$ cat src/rtl/digit_check_pkg.sv
// Shared types and elaboration helpers for the digit-serial add/check block.
package digit_check_pkg;

  typedef enum logic [1:0] {
    ST_IDLE = 2'd0,
    ST_RUN  = 2'd1,
    ST_DONE = 2'd2
  } state_t;

  function automatic int unsigned num_digits(input int unsigned width, input int unsigned digit);
    return width / digit;
  endfunction

  // Digit index width; a single-digit configuration still needs one bit.
  function automatic int unsigned cnt_width(input int unsigned width, input int unsigned digit);
    int unsigned n;
    n = width / digit;
    return (n <= 1) ? 1 : $clog2(n);
  endfunction

  function automatic bit params_legal(input int unsigned width, input int unsigned digit);
    return (digit >= 1) && (digit <= width) && ((width % digit) == 0);
  endfunction

endpackage

$ cat src/rtl/digit_add_slice.sv
// One digit of the adder: DIGIT-bit add with carry plus an inequality flag against the expected digit.
module digit_add_slice #(
  parameter int unsigned DIGIT = 16
) (
  input  logic [DIGIT-1:0] a,
  input  logic [DIGIT-1:0] b,
  input  logic             ci,
  input  logic [DIGIT-1:0] expd,
  output logic [DIGIT-1:0] sum,
  output logic             co,
  output logic             ne
);

  logic [DIGIT:0] w_s;

  assign w_s = {1'b0, a} + {1'b0, b} + {{DIGIT{1'b0}}, ci};
  assign sum = w_s[DIGIT-1:0];
  assign co  = w_s[DIGIT];
  assign ne  = |(w_s[DIGIT-1:0] ^ expd);

endmodule

$ cat src/rtl/digit_serial_add_check.sv
// Digit-serial checker of in_data + ADDEND + cin == EXPECT, LSB digit first, carry held in a register.
// Optional macro DIGIT_CHECK_EARLY_EXIT_EN: finish on the first mismatching digit instead of constant time.
module digit_serial_add_check
  import digit_check_pkg::*;
#(
  parameter int unsigned      WIDTH  = 256,
  parameter int unsigned      DIGIT  = 16,
  parameter logic [WIDTH-1:0] ADDEND = '0,
  parameter logic [WIDTH-1:0] EXPECT = '0
) (
  input  logic             clk,
  input  logic             rst,
  input  logic             start,
  input  logic [WIDTH-1:0] in_data,
  input  logic             cin,
  output logic             busy,
  output logic             done,
  output logic             match,
  output logic             cout
);

  localparam int unsigned N         = num_digits(WIDTH, DIGIT);
  localparam int unsigned CW        = cnt_width(WIDTH, DIGIT);
  localparam bit          PARAMS_OK = params_legal(WIDTH, DIGIT);

  if (!PARAMS_OK) begin : g_bad_params
    $error("digit_serial_add_check: WIDTH must be a non-zero multiple of DIGIT");
  end

  state_t           r_state;
  logic [WIDTH-1:0] r_op;
  logic             r_carry;
  logic             r_diff;
  logic [CW-1:0]    r_idx;
  logic             r_busy;
  logic             r_done;
  logic             r_match;
  logic             r_cout;

  logic [DIGIT-1:0] w_op_dig;
  logic [DIGIT-1:0] w_add_dig;
  logic [DIGIT-1:0] w_exp_dig;
  logic [DIGIT-1:0] w_unused_sum;
  logic             w_co;
  logic             w_ne;
  logic             w_last;
  logic             w_stop;

  // Select digit k of the operand and of both constants.
  always_comb begin
    w_op_dig  = '0;
    w_add_dig = '0;
    w_exp_dig = '0;
    for (int unsigned k = 0; k < N; k++) begin
      if (r_idx == CW'(k)) begin
        w_op_dig  = r_op[k*DIGIT +: DIGIT];
        w_add_dig = ADDEND[k*DIGIT +: DIGIT];
        w_exp_dig = EXPECT[k*DIGIT +: DIGIT];
      end
    end
  end

  digit_add_slice #(
    .DIGIT(DIGIT)
  ) u_slice (
    .a    (w_op_dig),
    .b    (w_add_dig),
    .ci   (r_carry),
    .expd (w_exp_dig),
    .sum  (w_unused_sum),
    .co   (w_co),
    .ne   (w_ne)
  );

  assign w_last = (r_idx == CW'(N - 1));

`ifdef DIGIT_CHECK_EARLY_EXIT_EN
  assign w_stop = w_last | w_ne;
`else
  assign w_stop = w_last;
`endif

  always_ff @(posedge clk) begin
    if (rst) begin
      r_state <= ST_IDLE;
      r_carry <= 1'b0;
      r_diff  <= 1'b0;
      r_idx   <= '0;
      r_busy  <= 1'b0;
      r_done  <= 1'b0;
      r_match <= 1'b0;
      r_cout  <= 1'b0;
    end else begin
      r_done <= 1'b0;
      case (r_state)
        ST_IDLE, ST_DONE: begin
          if (start) begin
            r_op    <= in_data;
            r_carry <= cin;
            r_diff  <= 1'b0;
            r_idx   <= '0;
            r_busy  <= 1'b1;
            r_state <= ST_RUN;
          end else begin
            r_state <= ST_IDLE;
          end
        end
        ST_RUN: begin
          r_carry <= w_co;
          r_diff  <= r_diff | w_ne;
          r_idx   <= r_idx + CW'(1);
          if (w_stop) begin
            r_state <= ST_DONE;
            r_busy  <= 1'b0;
            r_done  <= 1'b1;
            r_match <= ~(r_diff | w_ne);
            r_cout  <= w_co;
          end
        end
        default: begin
          r_state <= ST_IDLE;
          r_busy  <= 1'b0;
        end
      endcase
    end
  end

  assign busy  = r_busy;
  assign done  = r_done;
  assign match = r_match;
  assign cout  = r_cout;

endmodule
$ cat config.mk
export PLATFORM = sky130hd
export DESIGN_NAME = digit_serial_add_check
export DESIGN_NICKNAME = d
export VERILOG_FILES = /design/src/rtl/digit_check_pkg.sv /design/src/rtl/digit_add_slice.sv /design/src/rtl/digit_serial_add_check.sv
export SDC_FILE = /design/constraint.sdc
export NUM_CORES = 1
export LEC_CHECK = 0
export ABC_AREA = 1
export CAP_MARGIN = 20
export CORE_MARGIN = 3
export CORE_UTILIZATION = 52
export CTS_CLUSTER_DIAMETER = 60
export DETAILED_ROUTE_END_ITERATION = 8
export PLACE_DENSITY = 0.85
export SYNTH_ARGS = -nofsm -noshare
export SYNTH_HDL_FRONTEND = slang
export SYNTH_HIERARCHICAL = 1
export SYNTH_SLANG_ARGS = --single-unit
export TNS_END_PERCENT = 10
$ cat constraint.sdc
create_clock -name clk -period 19.93 [get_ports clk]
set_input_delay 3.986 -clock clk [delete_from_list [all_inputs] [get_ports clk]]
set_output_delay 3.986 -clock clk [all_outputs]
set_load 0.005 [all_outputs]
Yosys cells after proc, flatten, opt, wreduce, memory -nomap -nowiden --
Index checks and enable logic that the tools add are counted.
Cells by class: $add $sub $neg 2, equal/unequal tests 19, muxes and demuxes 29, bitwise gates (word level) 4, reduce and logical (&&, ||, !) cells 10
Operators with widths (number):
- $mux W16 | 16
- $eq A4 B4 Y1 const B | 8
- $add A16 B1 Y17 | 1
- $eq A4 B3 Y1 const B | 4
- $reduce_or A16 Y1 | 1
- $eq A4 B2 Y1 const B | 2
- $pmux W4 S2 | 1
- $mux W1 | 6
- $pmux W1 S2 | 3
- $reduce_and A2 Y1 | 3
- $add A4 B1 Y4 const B | 1
- $eq A4 B1 Y1 const B | 1
- $logic_not A4 Y1 | 1
- $mux W4 | 1
- $ne A2 B2 Y1 const B | 2
- $pmux W2 S2 | 1
- $reduce_or A2 Y1 | 2
- $not A1 Y1 | 3
- $reduce_and A3 Y1 | 1
- $eq A2 B1 Y1 const B | 1
- $eq A2 B2 Y1 const B | 1
- $logic_not A2 Y1 | 1
- $mux W2 | 1
- $reduce_bool A2 Y1 | 1
- $or A1 B1 Y1 | 1
Storage, ports and cells: register bits after elaboration 268, output and inout bits 4, word-level logic and storage cells 73

Longest topological paths before layout --
depth after elaboration 21, mapped depth 40, depth with buffers taken out 40

By module --
The synthesis kept the hierarchy.
Modules (own cells, without submodules):
- digit_serial_add_check | times used 1, cells an instance 1019, area an instance 11273.3 um^2, sequential area each 7927.6 um^2
- digit_add_slice | times used 1, cells an instance 270, area an instance 1372.6 um^2, sequential area each 0.0 um^2

Worst setup path after synthesis --
No wires, ideal clock.
path kind input port to flip-flop, start point in start, end point reg r_op[0], enable pin, arrival time 14939 ps, slack 4112 ps, cell stages on the path 4, buffers on the path 0, path through inv_1 nor2_1 inv_1 nor2_1
Between the ends: longest elaborated chain between the ends 1
RTL lines:
- start, declared | RTL line digit_serial_add_check.sv:13 | input logic start,
- $reduce_and A3 Y1 (no source line)
- end signal, assigned | RTL line digit_serial_add_check.sv:98 | r_op <= in_data;
- end, declared | RTL line digit_serial_add_check.sv:31 | logic [WIDTH-1:0] r_op;
No other way between the ends. A chain may end at the register's enable or synchronous reset.

Final worst setup path --
start point in start, end point reg r_op[102], enable pin
The elaborated chain is that of the path after synthesis.

==> metrics.md <==
| Metric | Value |
|---|---|
| Status | finished, final reports clean |
| Max-cap viol count | 0 |
| Pwr/cell area | 85.7 nW/um^2 |
| Via density | 5.07 |
| Fmax | 127 MHz |
| Req. time, crit path | 20120 ps |
| Sequential cell area | 7930 um^2 |
| Fill cell count | 1666 |
| Share of layout cells above drive strength 1 | 6.30% |
| Synthesis-to-layout area growth | 31.5% |
| CP arrival | 8050 ps |
| Clock root buffer | clkbuf_16 |
| Routability congestion estimate from global placement | 0.908 |
| Clock Skew | 39.4 ps |
| Post-Syn Area | 12600 um^2 |
| Number of global-route vias before repair | 9775 |
| I/O Pins | 264 |
| Clock-pin slew on the worst setup and hold paths | 60 ps |
| Area of the multi-input gates | 4050 um^2 |
| Avg WL per Cell | 17.0 um |
| Worst hold path class | reg2reg |
| Hold depth | 2 |
| Remaining DRCs | 0 |
| First-pass GRT wire length | 50200 um |
| Max reg flops | 256 |
| Hold buffers post-CTS | 0 |
| R2r endpoint | match |
| Post-Layout Inst Area | 16600 um^2 |
| Pin count of the biggest net entering global routing | 85 |
| Drt total wl | 32800 um |
| Antenna violations before repair | 4 |
| Die X | 162 um |
| Worst setup EP type | flop |
| CTS Buf Count | 28 |
| Endpoints failing setup | 0 |
| Synth Warn # | 6 |
| 1st-pass router iterations | 7 |
| Worst Min Path Start | cout |
| Setup_tns | 0 ps |
| Total die area | 26100 um^2 |
| Final WS setup | 12070 ps |
| Average size of a mapped cell | 9.85 um^2 |
| Worst Path Max Fanout | 84 |
| Core Box Area | 23600 um^2 |
| # port buffers | 263 |
| Num Clock Sinks | 268 |
| H-Tree Depth | 1 |
| Biggest regs | r_op (256), r_idx (4), r_state (2) |
| Max Buffers Root-to-Sink | 3 |
| TritonCTS clock tree | yes |
| Initial core utilization | 53.4% |
| Most flops, register | r_op |
| DIE HEIGHT | 162 um |
| Post-Syn Instances | 1279 |
| Most frequent cells in the layout | 406 x nand2_1, 263 x clkdlybuf4s50_1, 256 x edfxtp_1 |
| Final nets | 1865 |
| Drt initial violations | 773 |
| Placed inst area | 15600 um^2 |
| Pre-CTS WS | 11470 ps |
| Leakage | 6.73 nW |
| Peak supply drop | 73.6 uV |
| Gr ovfl total | 0 |
| Setup Buffers After CTS | 0 |
| FF-to-FF setup slack | 14730 ps |
| Worst slew margin | 30.7% |
| CTS resizes | 0 |
| Core Rows | 56 |
| RSZ-0062 raised after global routing | no |
| Final Critical Period | 7860 ps |
| Vias | 9776 |
| Worst setup SP type | input pin |
| End of the worst hold path | cout |
| DPL Wire Length | 23900 um |
| Commonest non-fill, non-tap cell in the layout | nand2_1 |
| Total global routing track utilization | 24.6% |
| Final Hold Viols | 0 |
| Clk_lat worst skew | 570 ps |
| Fin crit share | 39.5% |
| Placed insts | 1872 |
| Antenna violation net count after detailed routing | 0 |
| Fin cells | 1927 |
| R2R cell count | 33 |
| Reg2reg start | r_idx[1] |
| Slew Viols, Final | 0 |
| Slew @ Worst Pin | 1040 ps |
| Critical path class | in2reg |
==> layout make-up <==
class / instances / share of cell area [%]
multi-input combinational: 861 / 24.4
clock inverter: 19 / 1.16
antenna: 4 / 0.0604
sequential: 268 / 47.8
inverter: 151 / 3.42
timing repair buffer: 274 / 16.4
clock buffer: 31 / 4.30
tap: 319 / 2.41
==> per-layer routing <==
layer | wire length, um | track usage (%)
met1 | 12800 | 30.6
met5 | 0 | 0
met2 | 16400 | 42.9
met4 | 1770 | 12.1
met3 | 1790 | 3.09
==> where the power goes <==
group	total (mW)	internal, mW	switching [mW]	leakage, nW
registers	0.655	0.648	0.00699	2.47
logic	0.257	0.108	0.149	3.82
clock network	0.508	0.296	0.212	0.440
total	1.42	1.05	0.368	6.73
==> stage by stage <==
stage          power, mW  hold WS [ps]  utilization, %
2_1_floorplan      0.822           463               -
3_3_place_gp       0.908           458            66.3
3_5_place_dp       0.915           474            66.3
4_1_cts             1.42           482            70.1
5_1_grt             1.48           494            70.2
6_report            1.42           481            70.2
==> worst max-delay path by stage <==
stage / to / startpoint
after floorplan: r_op[0] / start
after global placement: r_op[100] / start
after detailed placement: r_op[148] / start
after CTS: r_op[171] / start
after global routing: r_op[171] / start
final: r_op[102] / start
==> worst max-delay path: stages <==
cell	delay [ps]
clkdlybuf4s50_1	490
inv_1	40
nor2_1	210
inv_1	140
nor2_4	410
buf_4	890
buf_4	930
buf_4	890
Power figures use the tool's default switching activity.
